**src/rtl/count_enable_gen.sv**
```systemverilog
// Programmable enable-pulse generator: divides clk by div+1 and emits one-cycle
// en pulses in continuous, single-shot or fixed-length burst mode.
module count_enable_gen #(
    parameter int PRESC_W = 8,
    parameter int BURST_W = 4
) (
    input  logic               clk,
    input  logic               rstn,
    input  logic               start,
    input  logic               stop,
    input  logic [1:0]         mode,
    input  logic [PRESC_W-1:0] div,
    input  logic [BURST_W-1:0] burst_len,
    output logic               en,
    output logic               busy,
    output logic               done
);

    localparam logic [0:0] IDLE = 1'b0;
    localparam logic [0:0] RUN  = 1'b1;

    localparam logic [1:0] MODE_CONT  = 2'd0;
    localparam logic [1:0] MODE_BURST = 2'd2;

    logic [0:0]         state;
    logic [1:0]         mode_q;
    logic [PRESC_W-1:0] div_q;
    logic [BURST_W-1:0] blen_q;
    logic [PRESC_W-1:0] presc;
    logic [BURST_W-1:0] pcnt;
    logic               last_pulse;

    // Whether the pulse firing at this edge ends the run; reserved mode acts as single.
    always_comb begin
        last_pulse = 1'b1;
        if (mode_q == MODE_CONT)
            last_pulse = 1'b0;
        else if (mode_q == MODE_BURST)
            last_pulse = (pcnt == blen_q);
    end

    // NOTE: all state is updated with non-blocking assignments so every register
    // samples pre-edge values, regardless of statement order in this block.
    always_ff @(posedge clk) begin
        if (!rstn) begin
            state  <= IDLE;
            mode_q <= '0;
            div_q  <= '0;
            blen_q <= '0;
            presc  <= '0;
            pcnt   <= '0;
            en     <= 1'b0;
            busy   <= 1'b0;
            done   <= 1'b0;
        end else begin
            en   <= 1'b0;
            done <= 1'b0;
            case (state)
                IDLE: begin
                    // busy still high here means this is the cycle of the final en;
                    // drop busy and ignore start until the next edge.
                    if (busy) begin
                        busy <= 1'b0;
                    end else if (start && !stop) begin
                        mode_q <= mode;
                        div_q  <= div;
                        blen_q <= burst_len;
                        presc  <= '0;
                        pcnt   <= '0;
                        busy   <= 1'b1;
                        state  <= RUN;
                    end
                end
                RUN: begin
                    if (stop) begin
                        busy  <= 1'b0;
                        state <= IDLE;
                    end else if (presc == div_q) begin
                        en    <= 1'b1;
                        presc <= '0;
                        pcnt  <= pcnt + 1'b1;
                        if (last_pulse) begin
                            done  <= 1'b1;
                            state <= IDLE;
                        end
                    end else begin
                        presc <= presc + 1'b1;
                    end
                end
                default: state <= IDLE;
            endcase
        end
    end

endmodule

```
**config.mk**
```make
export PLATFORM = sky130hd
export DESIGN_NAME = count_enable_gen
export DESIGN_NICKNAME = d
export VERILOG_FILES = /design/src/rtl/count_enable_gen.sv
export SDC_FILE = /design/constraint.sdc
export NUM_CORES = 1
export LEC_CHECK = 0
export ABC_AREA = 1
export CORE_MARGIN = 1
export CORE_UTILIZATION = 55
export CTS_BUF_LIST = sky130_fd_sc_hd__clkbuf_2 sky130_fd_sc_hd__clkbuf_4 sky130_fd_sc_hd__clkbuf_8
export DETAILED_ROUTE_END_ITERATION = 8
export PLACE_DENSITY_LB_ADDON = 0.25
export SYNTH_ARGS = -nofsm -noshare
export SYNTH_HDL_FRONTEND = slang
export SYNTH_SLANG_ARGS = --single-unit
```
**constraint.sdc**
```tcl
create_clock -name clk -period 1.54 [get_ports clk]
set_input_delay 0.154 -clock clk [delete_from_list [all_inputs] [get_ports clk]]
set_output_delay 0.154 -clock clk [all_outputs]
set_load 0.005 [all_outputs]
```
==> flow_metrics.py <==
metrics = {
    "floorplanning": {
        "coreArea_um2": 2450,
        "dieArea_um2": 2790,
        "die_y_um": 52.8,
        "start_util": 0.578,
        "fp.dieW_um": 52.8,
        "io_pins": 21,
        "rows": 18,
    },
    "yosys": {
        "ys_types": 22,
        "synthTopCellsByArea": "dfxtp_1 42%, nand2_1 11%, nor2_1 8.5%, o21ai_0 7.4%, inv_1 6.1%",
        "syn_avg_cell_area_um2": 6.92,
        "synth-seq-cells": 30,
        "yosys_warnings": 0,
        "synthCells": 205,
        "yosysSeqAreaShare": 0.423,
        "synth.largest_area_cell": "dfxtp_1",
        "synth_area_um2": 1420,
        "synth_nets": 225,
        "yosys.area.top_type_share": 0.423,
    },
    "finish": {
        "area_growth_pct": 23.5,
        "fin_nets": 254,
        "fillers": 212,
        "antenna_cells": 0,
        "layout-drive-gt1-share": 0.119,
    },
    "power_and_ir_drop": {
        "total_power_w": 0.00161,
        "powerDensity_nw_per_um2": 918,
        "swShare": 0.274,
        "seqPwrFrac": 0.525,
        "switchingPower_w": 0.000442,
        "p_leak_nw": 0.755,
        "combPwrFrac": 0.158,
        "intPower_w": 0.00117,
        "clockPowerShare": 0.316,
        "ir_drop_uv": 867,
    },
    "timing": {
        "tightestPinTransition_ps": 310,
        "period_share": 0.919,
        "fin_ws_ps": 124,
        "slew_headroom": 0.793,
        "slew_violations": 0,
        "fmax_mhz": 706,
        "whs_ps": 398,
        "hold_viol": 0,
        "clock_skew_ps": 4.45,
        "fin_crit_ps": 1420,
        "setup_viol": 0,
    },
    "worst_setup_path": {
        "startpoint_type": "flop",
        "timing.rr.end": "presc[2]$_SDFFE_PN0P_",
        "cpMostUsedCell": "nand2_1",
        "reg2reg_depth": 9,
        "timing.critical_path.cells": "nand2_1 -> nand2_1 -> nand2_1 -> nor2_2 -> nand2_2 -> nand2_2 -> nand2_1 -> nand2_2 -> nor2_1",
        "path_buf_inv": 0,
        "crit_type": "flop to flop",
        "r2r-start": "presc[5]$_SDFFE_PN0P_",
        "critPathArrivalTime_ps": 1650,
        "crit_family": "simple AND/OR/NAND/NOR gates",
        "crit_slowest_cell": "dfxtp_1",
        "cp.required_ps": 1770,
        "slowest_delay_ps": 430,
        "critPathMaxFanout": 6,
        "crit_path_end_kind": "flop",
        "rrSetupSlack_ps": 120,
    },
    "clock_tree": {
        "cts_root_buffer": "clkbuf_4",
        "clock_latency_ps": 330,
        "htree_levels": 2,
        "cts_buffer_depth": 2,
        "cts_hold_buf": 0,
        "clock_sinks": 30,
        "cts_buffers": 5,
        "clk_transition_reported_paths_ps": 90,
        "cts_tree": "yes",
        "postCtsSetupBuffers": 0,
    },
    "min_path": {
        "worst_hold_path.endpoint": "div_q[2]$_SDFFE_PN0P_",
        "worst_hold_path_type": "input pin to flop",
        "worstHoldStart": "div[2]",
        "whs_path_depth": 3,
    },
    "job": {
        "timing.max_cap.violations": 0,
    },
    "placement": {
        "place.gp.congestion": 0.841,
        "io_buffer_count": 20,
        "dp_slack_ps": 5.83,
        "dp_hpwl_mm": 2.25,
    },
    "global_route": {
        "antenna_found_initial": 0,
        "grt_start_max_net_pins": 23,
        "grt_usage": 0.253,
        "grt_pass1_wl_mm": 4.90,
        "first_global_vias": 1163,
        "grt_overflow": 0,
    },
    "routing": {
        "viasPerCell": 5.10,
        "vias": 1352,
        "routedWlPerCell_um": 11.6,
        "ant_nets": 0,
        "drc": 0,
        "drtPass1Iterations": 4,
        "wirelength_mm": 3.08,
        "drtIter0Drc": 22,
    },
    "run_status": {
        "status": "finished, final reports clean",
    },
}
## layout by cell type (no fill, tap or decap), types with 2 or more instances in the layout
cell / Yosys / final
nand2_1: 43 / 42
nor2_1: 32 / 31
dfxtp_1: 30 / 30
inv_1: 23 / 22
o21ai_0: 21 / 21
clkdlybuf4s50_1: 0 / 20
a21oi_1: 15 / 15
nand3_1: 11 / 11
clkbuf_4: 0 / 6
buf_4: 0 / 6
inv_2: 3 / 4
xnor2_1: 4 / 4
nand2_2: 3 / 4
nand4_1: 4 / 4
nor2_2: 2 / 3
xor2_1: 3 / 3
ha_1: 2 / 2
## power by group through the flow
stage / Combinational (W) / Clock [W] / Sequential, W
finish: 0.000255 / 0.000509 / 0.000845
CTS: 0.000250 / 0.000524 / 0.000845
detailed placement: 0.000248 / 0 / 0.000862
global placement: 0.000241 / 0 / 0.000860
floorplan: 0.000159 / 0 / 0.000856
global route: 0.000288 / 0.000566 / 0.000850
## worst max-delay path by stage
stage | endpoint | depth (start not counted) | from
after floorplan | pcnt[0]$_SDFFE_PN0P_ | 8 | presc[3]$_SDFFE_PN0P_
after global placement | state$_SDFF_PN0_ | 8 | stop
after detailed placement | presc[5]$_SDFFE_PN0P_ | 8 | stop
after CTS | presc[2]$_SDFFE_PN0P_ | 10 | presc[5]$_SDFFE_PN0P_
after global routing | presc[3]$_SDFFE_PN0P_ | 10 | presc[0]$_SDFFE_PN0P_
final | presc[2]$_SDFFE_PN0P_ | 9 | presc[5]$_SDFFE_PN0P_
## synthesized netlist by cell type
| cell type | number |
|---|---|
| nand2_1 | 43 |
| ha_1 | 2 |
| buf_1 | 1 |
| xor2_1 | 3 |
| nor2_1 | 32 |
| o21ai_0 | 21 |
| a211oi_1 | 1 |
| clkbuf_1 | 1 |
| nand2_4 | 1 |
| xnor2_1 | 4 |
| o21bai_1 | 1 |
| dfxtp_1 | 30 |
| a21oi_1 | 15 |
| inv_1 | 23 |
| buf_2 | 2 |
| inv_2 | 3 |
| nand2_2 | 3 |
| nor2_4 | 1 |
| or2_2 | 1 |
| nor2_2 | 2 |
| nand3_1 | 11 |
| nand4_1 | 4 |
## kinds of logic after synthesis
family | synth area share
simple gates | 0.297
fa+ha+maj | 0.0176
flops | 0.423
xor+xnor | 0.0432
compound gates | 0.138
buf+inv | 0.0811
## per-layer routing
metal / vias up / wire, µm / track usage
met1: 607 / 1510 / 0.315
met5: - / 0 / 0
met4: 0 / 65 / 0.114
met2: 28 / 1380 / 0.382
li1: 709 / - / -
met3: 8 / 126 / 0.0957
## worst reg2reg max path, cell delays in order, from the launching register on
cell	delay, ps
dfxtp_1	430
nand2_1	80
nand2_1	70
nand2_1	70
nor2_2	140
nand2_2	130
nand2_2	120
nand2_1	110
nand2_2	120
nor2_1	50
## sequential cells by signal, summed over array words and instances, names as in the netlist
signal,count
blen_q,4
en,1
div_q,8
pcnt,4
state,1
presc,8
mode_q,2
busy,1
done,1
## timing repair
action                                  CTS  global route
hold endpoints to repair                  0             0
endpoints found under the setup margin    0             7
resized for setup                         0             3
## area by class of cell
cell class / count / area, µm² / share of cell area
Sequential cell: 30 / 601 / 0.343
Timing Repair Buffer: 26 / 245 / 0.140
Clock inverter: 1 / 5.00 / 0.00286
Multi-Input combinational cell: 145 / 708 / 0.404
Inverter: 26 / 97.6 / 0.0557
Clock buffer: 7 / 58.8 / 0.0335
Tap cell: 30 / 37.5 / 0.0214
## stage by stage
| stage | cells | instance area (µm²) | utilization | TNS [ps] |
|---|---|---|---|---|
| after detailed placement | 257 | 1680 | 0.686 | 0 |
| final | 265 | 1750 | 0.714 | 0 |
| after global routing | 265 | 1750 | 0.714 | -0.358 |
| after floorplan | 205 | 1420 | - | 0 |
| after global placement | 257 | 1680 | 0.686 | 0 |
| after CTS | 265 | 1750 | 0.712 | 0 |
(Power assumes the default switching activity.)
